==> config.mk <==
export PLATFORM = sky130hd
export DESIGN_NAME = inference_sequencer_flat
export DESIGN_NICKNAME = d
export VERILOG_FILES = /design/src/rtl/mnist_pkg.sv /design/src/rtl/inference_sequencer_if.sv /design/src/rtl/inference_sequencer_argmax_tracker.sv /design/src/rtl/inference_sequencer.sv /design/src/flat_wrapper.sv
export SDC_FILE = /design/constraint.sdc
export NUM_CORES = 1
export LEC_CHECK = 0
export ABC_CLOCK_PERIOD_IN_PS = 2540
export CORE_AREA = 3 3 638 640
export CTS_BUF_LIST = sky130_fd_sc_hd__clkbuf_8 sky130_fd_sc_hd__clkbuf_16
export CTS_CLUSTER_SIZE = 8
export DETAILED_ROUTE_END_ITERATION = 10
export DIE_AREA = 0 0 641 643
export MAX_ROUTING_LAYER = met4
export PLACE_DENSITY = 0.3
export SYNTH_ARGS = -nofsm -noshare
export SYNTH_HDL_FRONTEND = slang
export SYNTH_SLANG_ARGS = --single-unit
==> constraint.sdc <==
create_clock -name clk -period 2.54 [get_ports clk]
set_input_delay 0.508 -clock clk [delete_from_list [all_inputs] [get_ports clk]]
set_output_delay 0.508 -clock clk [all_outputs]
set_load 0.02 [all_outputs]
==> src/rtl/mnist_pkg.sv <==
// Shared types and constants for the MNIST inference sequencer slice.
package mnist_pkg;

  localparam int          LABEL_W       = 4;
  localparam int          IDX_W         = 6;
  localparam int          DEFAULT_PIX_W = 784;
  localparam logic [7:0]  ASCII_ZERO    = 8'h30;

  typedef enum logic [2:0] {
    S_IDLE,
    S_L1_ISSUE,
    S_L1_WAIT,
    S_L2_ISSUE,
    S_L2_WAIT,
    S_REPORT,
    S_TX_WAIT
  } seq_state_t;

endpackage

==> src/rtl/inference_sequencer_if.sv <==
// Neuron-engine request/response and UART transmit handshake between the
// sequencer (master) and its engine/transmitter peers (slave).
interface inference_sequencer_if #(
  parameter int PIX_W   = 784,
  parameter int SCORE_W = 16
);
  import mnist_pkg::*;

  logic                      eng_start;
  logic                      eng_layer;
  logic [IDX_W-1:0]          eng_index;
  logic [PIX_W-1:0]          eng_pixels;
  logic                      eng_done;
  logic signed [SCORE_W-1:0] eng_score;
  logic                      tx_start;
  logic [7:0]                tx_data;
  logic                      tx_busy;

  modport master (
    output eng_start, eng_layer, eng_index, eng_pixels, tx_start, tx_data,
    input  eng_done, eng_score, tx_busy
  );

  modport slave (
    input  eng_start, eng_layer, eng_index, eng_pixels, tx_start, tx_data,
    output eng_done, eng_score, tx_busy
  );

endinterface

==> src/rtl/inference_sequencer_argmax_tracker.sv <==
// Running signed argmax over output-neuron scores; ties keep the lowest index
// because only a strictly greater score replaces the current best.
module argmax_tracker
  import mnist_pkg::*;
#(
  parameter int SCORE_W = 16
) (
  input  logic                      clk,
  input  logic                      reset_b,
  input  logic                      init,
  input  logic                      update,
  input  logic signed [SCORE_W-1:0] score,
  input  logic [LABEL_W-1:0]        index,
  output logic [LABEL_W-1:0]        best_idx
);

  logic signed [SCORE_W-1:0] best_score_q;
  logic [LABEL_W-1:0]        best_idx_q;

  always_ff @(posedge clk or negedge reset_b) begin
    if (!reset_b) begin
      best_score_q <= '0;
      best_idx_q   <= '0;
    end else if (init || (update && (score > best_score_q))) begin
      best_score_q <= score;
      best_idx_q   <= index;
    end
  end

  assign best_idx = best_idx_q;

endmodule

==> src/rtl/inference_sequencer.sv <==
// Sequences one inference: all hidden neurons, then all output neurons on the
// shared engine, then reports the argmax and sends it as an ASCII digit.
module inference_sequencer
  import mnist_pkg::*;
#(
  parameter int N_HIDDEN = 32,
  parameter int N_OUT    = 10,
  parameter int SCORE_W  = 16,
  parameter int PIX_W    = DEFAULT_PIX_W
) (
  input  logic                 clk,
  input  logic                 reset_b,
  input  logic                 frame_valid,
  input  logic [LABEL_W-1:0]   frame_label,
  input  logic [PIX_W-1:0]     frame_pixels,
  inference_sequencer_if.master bus,
  output logic                 pred_valid,
  output logic [LABEL_W-1:0]   pred_out,
  output logic [15:0]          frame_cnt,
  output logic [15:0]          correct_cnt,
  output logic [7:0]           drop_cnt,
  output logic                 busy
);

  seq_state_t          state_q, state_d;
  logic [IDX_W-1:0]    idx_q, idx_d;
  logic [LABEL_W-1:0]  label_q;
  logic [PIX_W-1:0]    pixels_q;
  logic [LABEL_W-1:0]  pred_q;
  logic [7:0]          tx_data_q;
  logic [15:0]         frame_cnt_q, correct_cnt_q;
  logic [7:0]          drop_cnt_q;
  logic [LABEL_W-1:0]  best_idx;
  logic                l2_done;

  assign l2_done = (state_q == S_L2_WAIT) && bus.eng_done;

  argmax_tracker #(.SCORE_W(SCORE_W)) u_argmax (
    .clk      (clk),
    .reset_b  (reset_b),
    .init     (l2_done && (idx_q == '0)),
    .update   (l2_done && (idx_q != '0)),
    .score    (bus.eng_score),
    .index    (idx_q[LABEL_W-1:0]),
    .best_idx (best_idx)
  );

  always_comb begin
    state_d       = state_q;
    idx_d         = idx_q;
    bus.eng_start = 1'b0;
    bus.tx_start  = 1'b0;
    pred_valid    = 1'b0;
    case (state_q)
      S_IDLE: if (frame_valid) begin
        idx_d   = '0;
        state_d = S_L1_ISSUE;
      end
      S_L1_ISSUE: begin
        bus.eng_start = 1'b1;
        state_d       = S_L1_WAIT;
      end
      S_L1_WAIT: if (bus.eng_done) begin
        if (idx_q == IDX_W'(N_HIDDEN - 1)) begin
          idx_d   = '0;
          state_d = S_L2_ISSUE;
        end else begin
          idx_d   = idx_q + 1'b1;
          state_d = S_L1_ISSUE;
        end
      end
      S_L2_ISSUE: begin
        bus.eng_start = 1'b1;
        state_d       = S_L2_WAIT;
      end
      S_L2_WAIT: if (bus.eng_done) begin
        if (idx_q == IDX_W'(N_OUT - 1)) begin
          state_d = S_REPORT;
        end else begin
          idx_d   = idx_q + 1'b1;
          state_d = S_L2_ISSUE;
        end
      end
      S_REPORT: begin
        pred_valid = 1'b1;
        if (!bus.tx_busy) begin
          bus.tx_start = 1'b1;
          state_d      = S_IDLE;
        end else begin
          state_d = S_TX_WAIT;
        end
      end
      S_TX_WAIT: if (!bus.tx_busy) begin
        bus.tx_start = 1'b1;
        state_d      = S_IDLE;
      end
      default: state_d = S_IDLE;
    endcase
  end

  always_ff @(posedge clk or negedge reset_b) begin
    if (!reset_b) begin
      state_q       <= S_IDLE;
      idx_q         <= '0;
      label_q       <= '0;
      pixels_q      <= '0;
      pred_q        <= '0;
      tx_data_q     <= '0;
      frame_cnt_q   <= '0;
      correct_cnt_q <= '0;
      drop_cnt_q    <= '0;
    end else begin
      state_q <= state_d;
      idx_q   <= idx_d;
      if (state_q == S_IDLE && frame_valid) begin
        label_q  <= frame_label;
        pixels_q <= frame_pixels;
      end
      if (state_q != S_IDLE && frame_valid && drop_cnt_q != 8'hFF)
        drop_cnt_q <= drop_cnt_q + 8'd1;
      // Counters become visible the cycle after pred_valid.
      if (state_q == S_REPORT) begin
        pred_q      <= best_idx;
        tx_data_q   <= ASCII_ZERO + 8'(best_idx);
        frame_cnt_q <= frame_cnt_q + 16'd1;
        if (best_idx == label_q)
          correct_cnt_q <= correct_cnt_q + 16'd1;
      end
    end
  end

  // REPORT presents the fresh argmax directly; later cycles hold the registered copy.
  assign pred_out       = (state_q == S_REPORT) ? best_idx : pred_q;
  assign bus.tx_data    = (state_q == S_REPORT) ? (ASCII_ZERO + 8'(best_idx)) : tx_data_q;
  assign bus.eng_layer  = (state_q == S_L2_ISSUE) || (state_q == S_L2_WAIT);
  assign bus.eng_index  = idx_q;
  assign bus.eng_pixels = pixels_q;
  assign busy           = (state_q != S_IDLE);
  assign frame_cnt      = frame_cnt_q;
  assign correct_cnt    = correct_cnt_q;
  assign drop_cnt       = drop_cnt_q;

endmodule

==> src/flat_wrapper.sv <==
// flat-port wrapper written by rule: the top's interface ports become plain ports
module inference_sequencer_flat import mnist_pkg::*;
#(
  parameter int N_HIDDEN = 32,
  parameter int N_OUT    = 10,
  parameter int SCORE_W  = 16,
  parameter int PIX_W    = DEFAULT_PIX_W
)
  (clk, reset_b, frame_valid, frame_label, frame_pixels, pred_valid, pred_out, frame_cnt, correct_cnt, drop_cnt, busy, bus_eng_start, bus_eng_layer, bus_eng_index, bus_eng_pixels, bus_tx_start, bus_tx_data, bus_eng_done, bus_eng_score, bus_tx_busy);
  inference_sequencer_if #(.PIX_W(PIX_W), .SCORE_W(SCORE_W)) bus_i ();
  input  logic clk;
  input  logic reset_b;
  input  logic frame_valid;
  input  logic [LABEL_W-1:0] frame_label;
  input  logic [PIX_W-1:0] frame_pixels;
  output logic pred_valid;
  output logic [LABEL_W-1:0] pred_out;
  output logic [15:0] frame_cnt;
  output logic [15:0] correct_cnt;
  output logic [7:0] drop_cnt;
  output logic busy;
  output wire logic [$bits(bus_i.eng_start)-1:0] bus_eng_start;
  output wire logic [$bits(bus_i.eng_layer)-1:0] bus_eng_layer;
  output wire logic [$bits(bus_i.eng_index)-1:0] bus_eng_index;
  output wire logic [$bits(bus_i.eng_pixels)-1:0] bus_eng_pixels;
  output wire logic [$bits(bus_i.tx_start)-1:0] bus_tx_start;
  output wire logic [$bits(bus_i.tx_data)-1:0] bus_tx_data;
  input wire logic [$bits(bus_i.eng_done)-1:0] bus_eng_done;
  input wire logic [$bits(bus_i.eng_score)-1:0] bus_eng_score;
  input wire logic [$bits(bus_i.tx_busy)-1:0] bus_tx_busy;
  assign bus_eng_start = bus_i.eng_start;
  assign bus_eng_layer = bus_i.eng_layer;
  assign bus_eng_index = bus_i.eng_index;
  assign bus_eng_pixels = bus_i.eng_pixels;
  assign bus_tx_start = bus_i.tx_start;
  assign bus_tx_data = bus_i.tx_data;
  assign bus_i.eng_done = bus_eng_done;
  assign bus_i.eng_score = bus_eng_score;
  assign bus_i.tx_busy = bus_tx_busy;
  inference_sequencer #(.N_HIDDEN(N_HIDDEN), .N_OUT(N_OUT), .SCORE_W(SCORE_W), .PIX_W(PIX_W)) u_core (.clk(clk), .reset_b(reset_b), .frame_valid(frame_valid), .frame_label(frame_label), .frame_pixels(frame_pixels), .bus(bus_i), .pred_valid(pred_valid), .pred_out(pred_out), .frame_cnt(frame_cnt), .correct_cnt(correct_cnt), .drop_cnt(drop_cnt), .busy(busy));
endmodule
==> impl_metrics.ini, run 1 <==
[timing]
period_needed_ns = 2.52
worst_slew_pin_slew_ns = 0.731
timing.setup.tns_ns = 0
clock_skew_ns = 0.0579
finalHoldViolations = 0
fmax_mhz = 397
rsz0062_at_grt = true
layout_setup_ws_ns = 0.0184
maxSlewHeadroom = 0.515
maxSlewViolCount = 0
finalCritPeriodShare = 0.993
setup_viol = 0

[synth]
synth_cells = 2037
synth_top_area_frac = 0.652
synth_area_leaders = dfrtp_1 (65%), mux2_2 (26%), buf_6 (1.5%)
yosysWarnings = 0
synth_cell_types = 48
avgSynthCellArea_sq_um = 16.4
synth-edff-count = 0
ys_ff_latch = 869
syn_area_sq_mm = 0.0333
synth_ff_type = dfrtp_1
synth_top_area_cell = dfrtp_1
synth_nets = 2868
async_reset_ff_frac = 1.00
ys_seq_area_frac = 0.652

[run]
cap_violations = 0

[clocking]
cts_sinks = 869
h-tree-depth = 4
path_clk_slew_ns = 0.06
cts_tree = yes
cts_max_path_buffers = 4
clk_latency_ns = 0.85
cts_inserted_buffers = 140
root_buffer = clkbuf_16

[global_route]
grt_antenna_before_repair = 306
grt_max_degree = 78
overflow = 0
grt_pass1_vias = 28400
grt_use_total = 0.146
grt_pass1_wl_um = 369000

[power]
cellPowerDensity_mw_per_mm2 = 1380
finalPower_uw = 85400
leakage_uw = 0.0247
peakVddDrop_uv = 578

[routing]
wire_per_inst_um = 32.3
via_per_inst = 2.83
drtIter0Drc = 1216
route.detailed.drc = 0
wirelength_um = 303000
vias = 26500
ant_nets = 0
first_pass_iters = 5

[placement]
dp_hpwl_um = 265000
preCtsSetupSlack_ns = -0.525
port_buffers = 1655
place_inst = 9025
finalWeightedCongestion = 0.900

[die]
core.rowCount = 233
die_area_sq_mm = 0.412
die_w_um = 641
ioPinCount = 1656
die_h_um = 643
start_util = 0.0830
core_sq_mm = 0.402

[setup_path]
cp.required_ns = 2.03
crit_type = register to output pin
startpoint = u_core.state_q[2]
worstPathMaxFanout = 5
crit_path_start_kind = register
cp.arrival_ns = 2.01
cp-end-kind = output pin
r2r_start = u_core.state_q[2]

[finish]
final_cells = 9371
layout-drive-gt1-share = 0.311
syn2layout_area_growth_pct = 85.4
nets = 4746
final_common_cell = clkdlybuf4s50_1
layout_common_cells = clkdlybuf4s50_1 (1229), dfrtp_1 (864), mux2_2 (760), dlygate4sd2_1 (344), buf_4 (173)

[hold_path]
min_path_type = input pin to asynchronous set/reset pin

[status]
outcome = finished clean
[state kept, by name (all words and copies together) (netlist names)]
| name | count |
|---|---|
| u_core.u_argmax.best_idx | 4 |
| u_core.label_q | 4 |
| u_core.u_argmax.best_score_q | 16 |
| u_core.correct_cnt | 16 |
| u_core.frame_cnt | 16 |
| u_core.bus.eng_index | 6 |
| u_core.state_q | 3 |
| u_core.pred_q | 4 |
| u_core.bus.eng_pixels | 784 |
| u_core.drop_cnt | 8 |
| u_core.tx_data_q | 8 |
[routing by layer]
metal | wire length [um] | track usage
met1 | 112000 | 0.151
met2 | 154000 | 0.256
met3 | 30200 | 0.0669
met4 | 6640 | 0.0262
met5 | 0 | -
[worst max-delay path, stage by stage (launching register included)]
cell     delay [ns]
dfrtp_2        0.44
nand3_4        0.10
inv_4          0.05
buf_6          0.11
buf_8          0.13
or2_4          0.25
buf_6          0.13
[Yosys cell counts (2+ instances only)]
cell,instances
o211a_1,2
mux2_1,38
buf_4,3
ha_1,22
mux2i_1,2
nor2b_1,7
clkbuf_1,4
inv_1,28
mux2_4,10
o22ai_1,2
nor3_1,4
and4_1,3
xnor2_1,34
nand2_1,53
nand4_1,10
a21oi_1,6
buf_2,42
xor2_1,12
and3_1,6
o211ai_1,2
buf_6,45
o21ai_0,5
dfrtp_1,869
nor2_1,21
nor3b_1,2
nand3_1,21
or2_2,2
mux2_2,762
[metrics by stage]
stage	hold slack [ns]	util	area [sq um]
after floorplan	0.212	-	33300
after global placement	0.440	0.142	57300
after detailed placement	0.445	0.142	57300
after CTS	0.131	0.152	61200
after global routing	0.172	0.154	61800
final	0.264	0.154	61800
[power breakdown]
part,internal [uW],switching (uW),total (uW),leakage [uW]
Sequential,20700,4460,25100,0.0103
Clock,10600,7690,18300,0.00210
Combinational,18000,23900,42000,0.0123
[what timing repair did]
item,in CTS,in global routing
resized for setup,484,33
hold buffers,1,0
endpoints found under the hold margin,92,0
buffers inserted,20,14
pin swaps,10,11
cloned,0,3
endpoints found under the setup margin,363,69
[cell type report]
| class | count | area, sq um |
|---|---|---|
| Fill cell | 44600 | 340000 |
| Sequential cell | 869 | 21800 |
| Timing Repair Buffer | 1833 | 18100 |
| Multi-Input combinational cell | 1043 | 10900 |
| Tap cell | 5287 | 6620 |
| Clock buffer | 155 | 3730 |
| Clock inverter | 44 | 337 |
| Antenna cell | 112 | 280 |
| Inverter | 28 | 110 |
[kinds of logic (layout without fill, tap and decap cells)]
family,after synthesis,count (layout),synth area share
other cells,0,112,0
mux,812,812,0.275
compound gates,25,25,0.00514
simple gates,138,138,0.0206
xor+xnor,46,46,0.0121
buf+inv,125,2060,0.0266
fa+ha+maj,22,22,0.00825
flops,869,869,0.652
[worst paths after layout]
| kind | cells after the start | to | slack (ns) |
|---|---|---|---|
| worst max-delay path | 6 | bus_tx_data[4] | 0.02 |
| min in group clk | 2 | u_core.bus.eng_pixels[298] | 0.27 |
| worst max register to register | 8 | u_core.bus.eng_pixels[125] | 0.04 |
| worst min-delay path | 2 | u_core.bus.eng_pixels[687] | 0.26 |
| max in group asynchronous | 4 | u_core.bus.eng_pixels[635] | 1.32 |
| worst min register to register | 1 | u_core.tx_data_q[5] | 0.47 |
Note: power is estimated with default switching activity, not from simulation.
==> inputs of run 2 (changes only) <==
--- a/config.mk
+++ b/config.mk
@@ -11,6 +11,7 @@
 export CTS_CLUSTER_SIZE = 8
 export DETAILED_ROUTE_END_ITERATION = 10
 export DIE_AREA = 0 0 641 643
+export HOLD_SLACK_MARGIN = 0.05
 export MAX_ROUTING_LAYER = met4
 export PLACE_DENSITY = 0.3
 export SYNTH_ARGS = -nofsm -noshare
==> constraint.sdc (replaced) <==
create_clock -name clk -period 2.54 [get_ports clk]
set_input_delay 0.508 -clock clk [delete_from_list [all_inputs] [get_ports clk]]
set_output_delay 0.508 -clock clk [all_outputs]
set_load 0.1 [all_outputs]
==> run 2 against run 1 <==
Against the previous run:
- fmax down 2.2%
- largest cell class unchanged
- cell count barely moved
- register-to-register slack gained 0.13 ns
- cell area shrank 2.8%
- wire length is 8.3% lower
- critical path type unchanged
- hold slack lost 0.041 ns
- the flow now finishes with violations (negative setup slack)
- clock skew is 0.019 ns higher
==> impl_metrics.ini, run 2 (synthesized netlist as in run 1, its figures left out) <==
[status]
outcome = finished with violations
violations = negative setup slack

[global_route]
grt_use_total = 0.134
grt_max_degree = 71
overflow = 0
grt_pass1_vias = 27900
grt_antenna_before_repair = 293
grt_pass1_wl_um = 341000

[die]
start_util = 0.0830
core_sq_mm = 0.402
die_h_um = 643
core.rowCount = 233
die_w_um = 641
ioPinCount = 1656
die_area_sq_mm = 0.412

[routing]
wire_per_inst_um = 29.6
wirelength_um = 277000
drtIter0Drc = 952
first_pass_iters = 4
via_per_inst = 2.79
ant_nets = 0
route.detailed.drc = 0
vias = 26100

[finish]
nets = 4726
syn2layout_area_growth_pct = 80.2
final_common_cell = buf_4
layout_common_cells = buf_4 (945), dfrtp_1 (868), clkdlybuf4s50_1 (807), mux2_2 (762), clkbuf_16 (143)
fill_cells = 44700
layout-drive-gt1-share = 0.502
largest_register_ffs = 784

[timing]
clock_skew_ns = 0.0769
fmax_mhz = 388
worst_slew_pin_slew_ns = 0.732
maxSlewHeadroom = 0.512
timing.setup.tns_ns = -0.154
hold_ws_ns = 0.223
finalCritPeriodShare = 1.01
setup_viol = 10
rsz0062_at_grt = true
maxSlewViolCount = 0
layout_setup_ws_ns = -0.0375
finalHoldViolations = 0
period_needed_ns = 2.58

[run]
cap_violations = 0

[setup_path]
cp.arrival_ns = 2.07
cp-end-kind = output pin
crit_type = register to output pin
worstPathMaxFanout = 4
cp.required_ns = 2.03
r2r_cells = 9
crit_path_start_kind = register

[clocking]
path_clk_slew_ns = 0.06
root_buffer = clkbuf_16
clk_latency_ns = 0.86
cts_max_path_buffers = 4
h-tree-depth = 4
cts_sinks = 869
cts_inserted_buffers = 141
cts_tree = yes

[placement]
finalWeightedCongestion = 0.908
dp_hpwl_um = 242000
port_buffers = 1655

[hold_path]
min_path_type = input pin to asynchronous set/reset pin
## run 2: path summary, 6_finish.rpt
path / startpoint / endpoint / slack, ns
min in group clk: frame_pixels[499] / u_core.bus.eng_pixels[499] / 0.26
setup reg to reg: u_core.u_argmax.best_score_q[13] / u_core.u_argmax.best_score_q[9] / 0.17
hold reg to reg: u_core.correct_cnt[15] / u_core.correct_cnt[15] / 0.47
setup / recovery: u_core.state_q[2] / busy / -0.04
hold / removal: reset_b / u_core.correct_cnt[13] / 0.22
max in group asynchronous: reset_b / u_core.bus.eng_index[1] / 1.17
## run 2: what timing repair did
action | CTS | global route
resized for setup | 38 | 4
hold buffers | 1 | 0
pin swaps | 6 | 6
buffers inserted | 17 | 4
hold endpoints to repair | 208 | 0
endpoints found under the setup margin | 16 | 34
## run 2: layout make-up
type                    instances  area (sq um)  share of cell area
repair buffers               1812         16300               0.271
well taps                    5287          6620               0.110
inverters                      28           115             0.00192
multi-input cells            1043         10900               0.181
diodes                        130           325             0.00541
clock buffers                 149          3660              0.0609
flip-flops and latches        869         21700               0.362
clock inverters                47           463             0.00770
## run 2: through the flow
stage | instance area, sq um | worst slack, ns | instances | utilization
after CTS | 59700 | -0.191 | 9232 | 0.149
after global placement | 55300 | -0.526 | 9019 | 0.138
after detailed placement | 55300 | -0.510 | 9019 | 0.138
final | 60100 | -0.0375 | 9365 | 0.149
after global routing | 60100 | -0.190 | 9348 | 0.149
after floorplan | 33400 | -0.854 | 2037 | -
## run 2: layer usage
layer | GRT usage | up-vias | routed length, um
met2 | 0.233 | 1323 | 140000
met3 | 0.0730 | 430 | 33400
met5 | - | - | 0
met4 | 0.0230 | 0 | 6220
met1 | 0.131 | 13200 | 98000
li1 | - | 11100 | -
## run 2: worst max-delay path, cell delays in order, from the launching register on
cell	delay, ns
dfrtp_1	0.39
buf_4	0.13
or3_1	0.37
buf_4	0.20
buf_12	0.17
Power of run 2 is not shown: default switching activity piles up to over one toggle a cycle in this logic, so the estimate is an artifact.
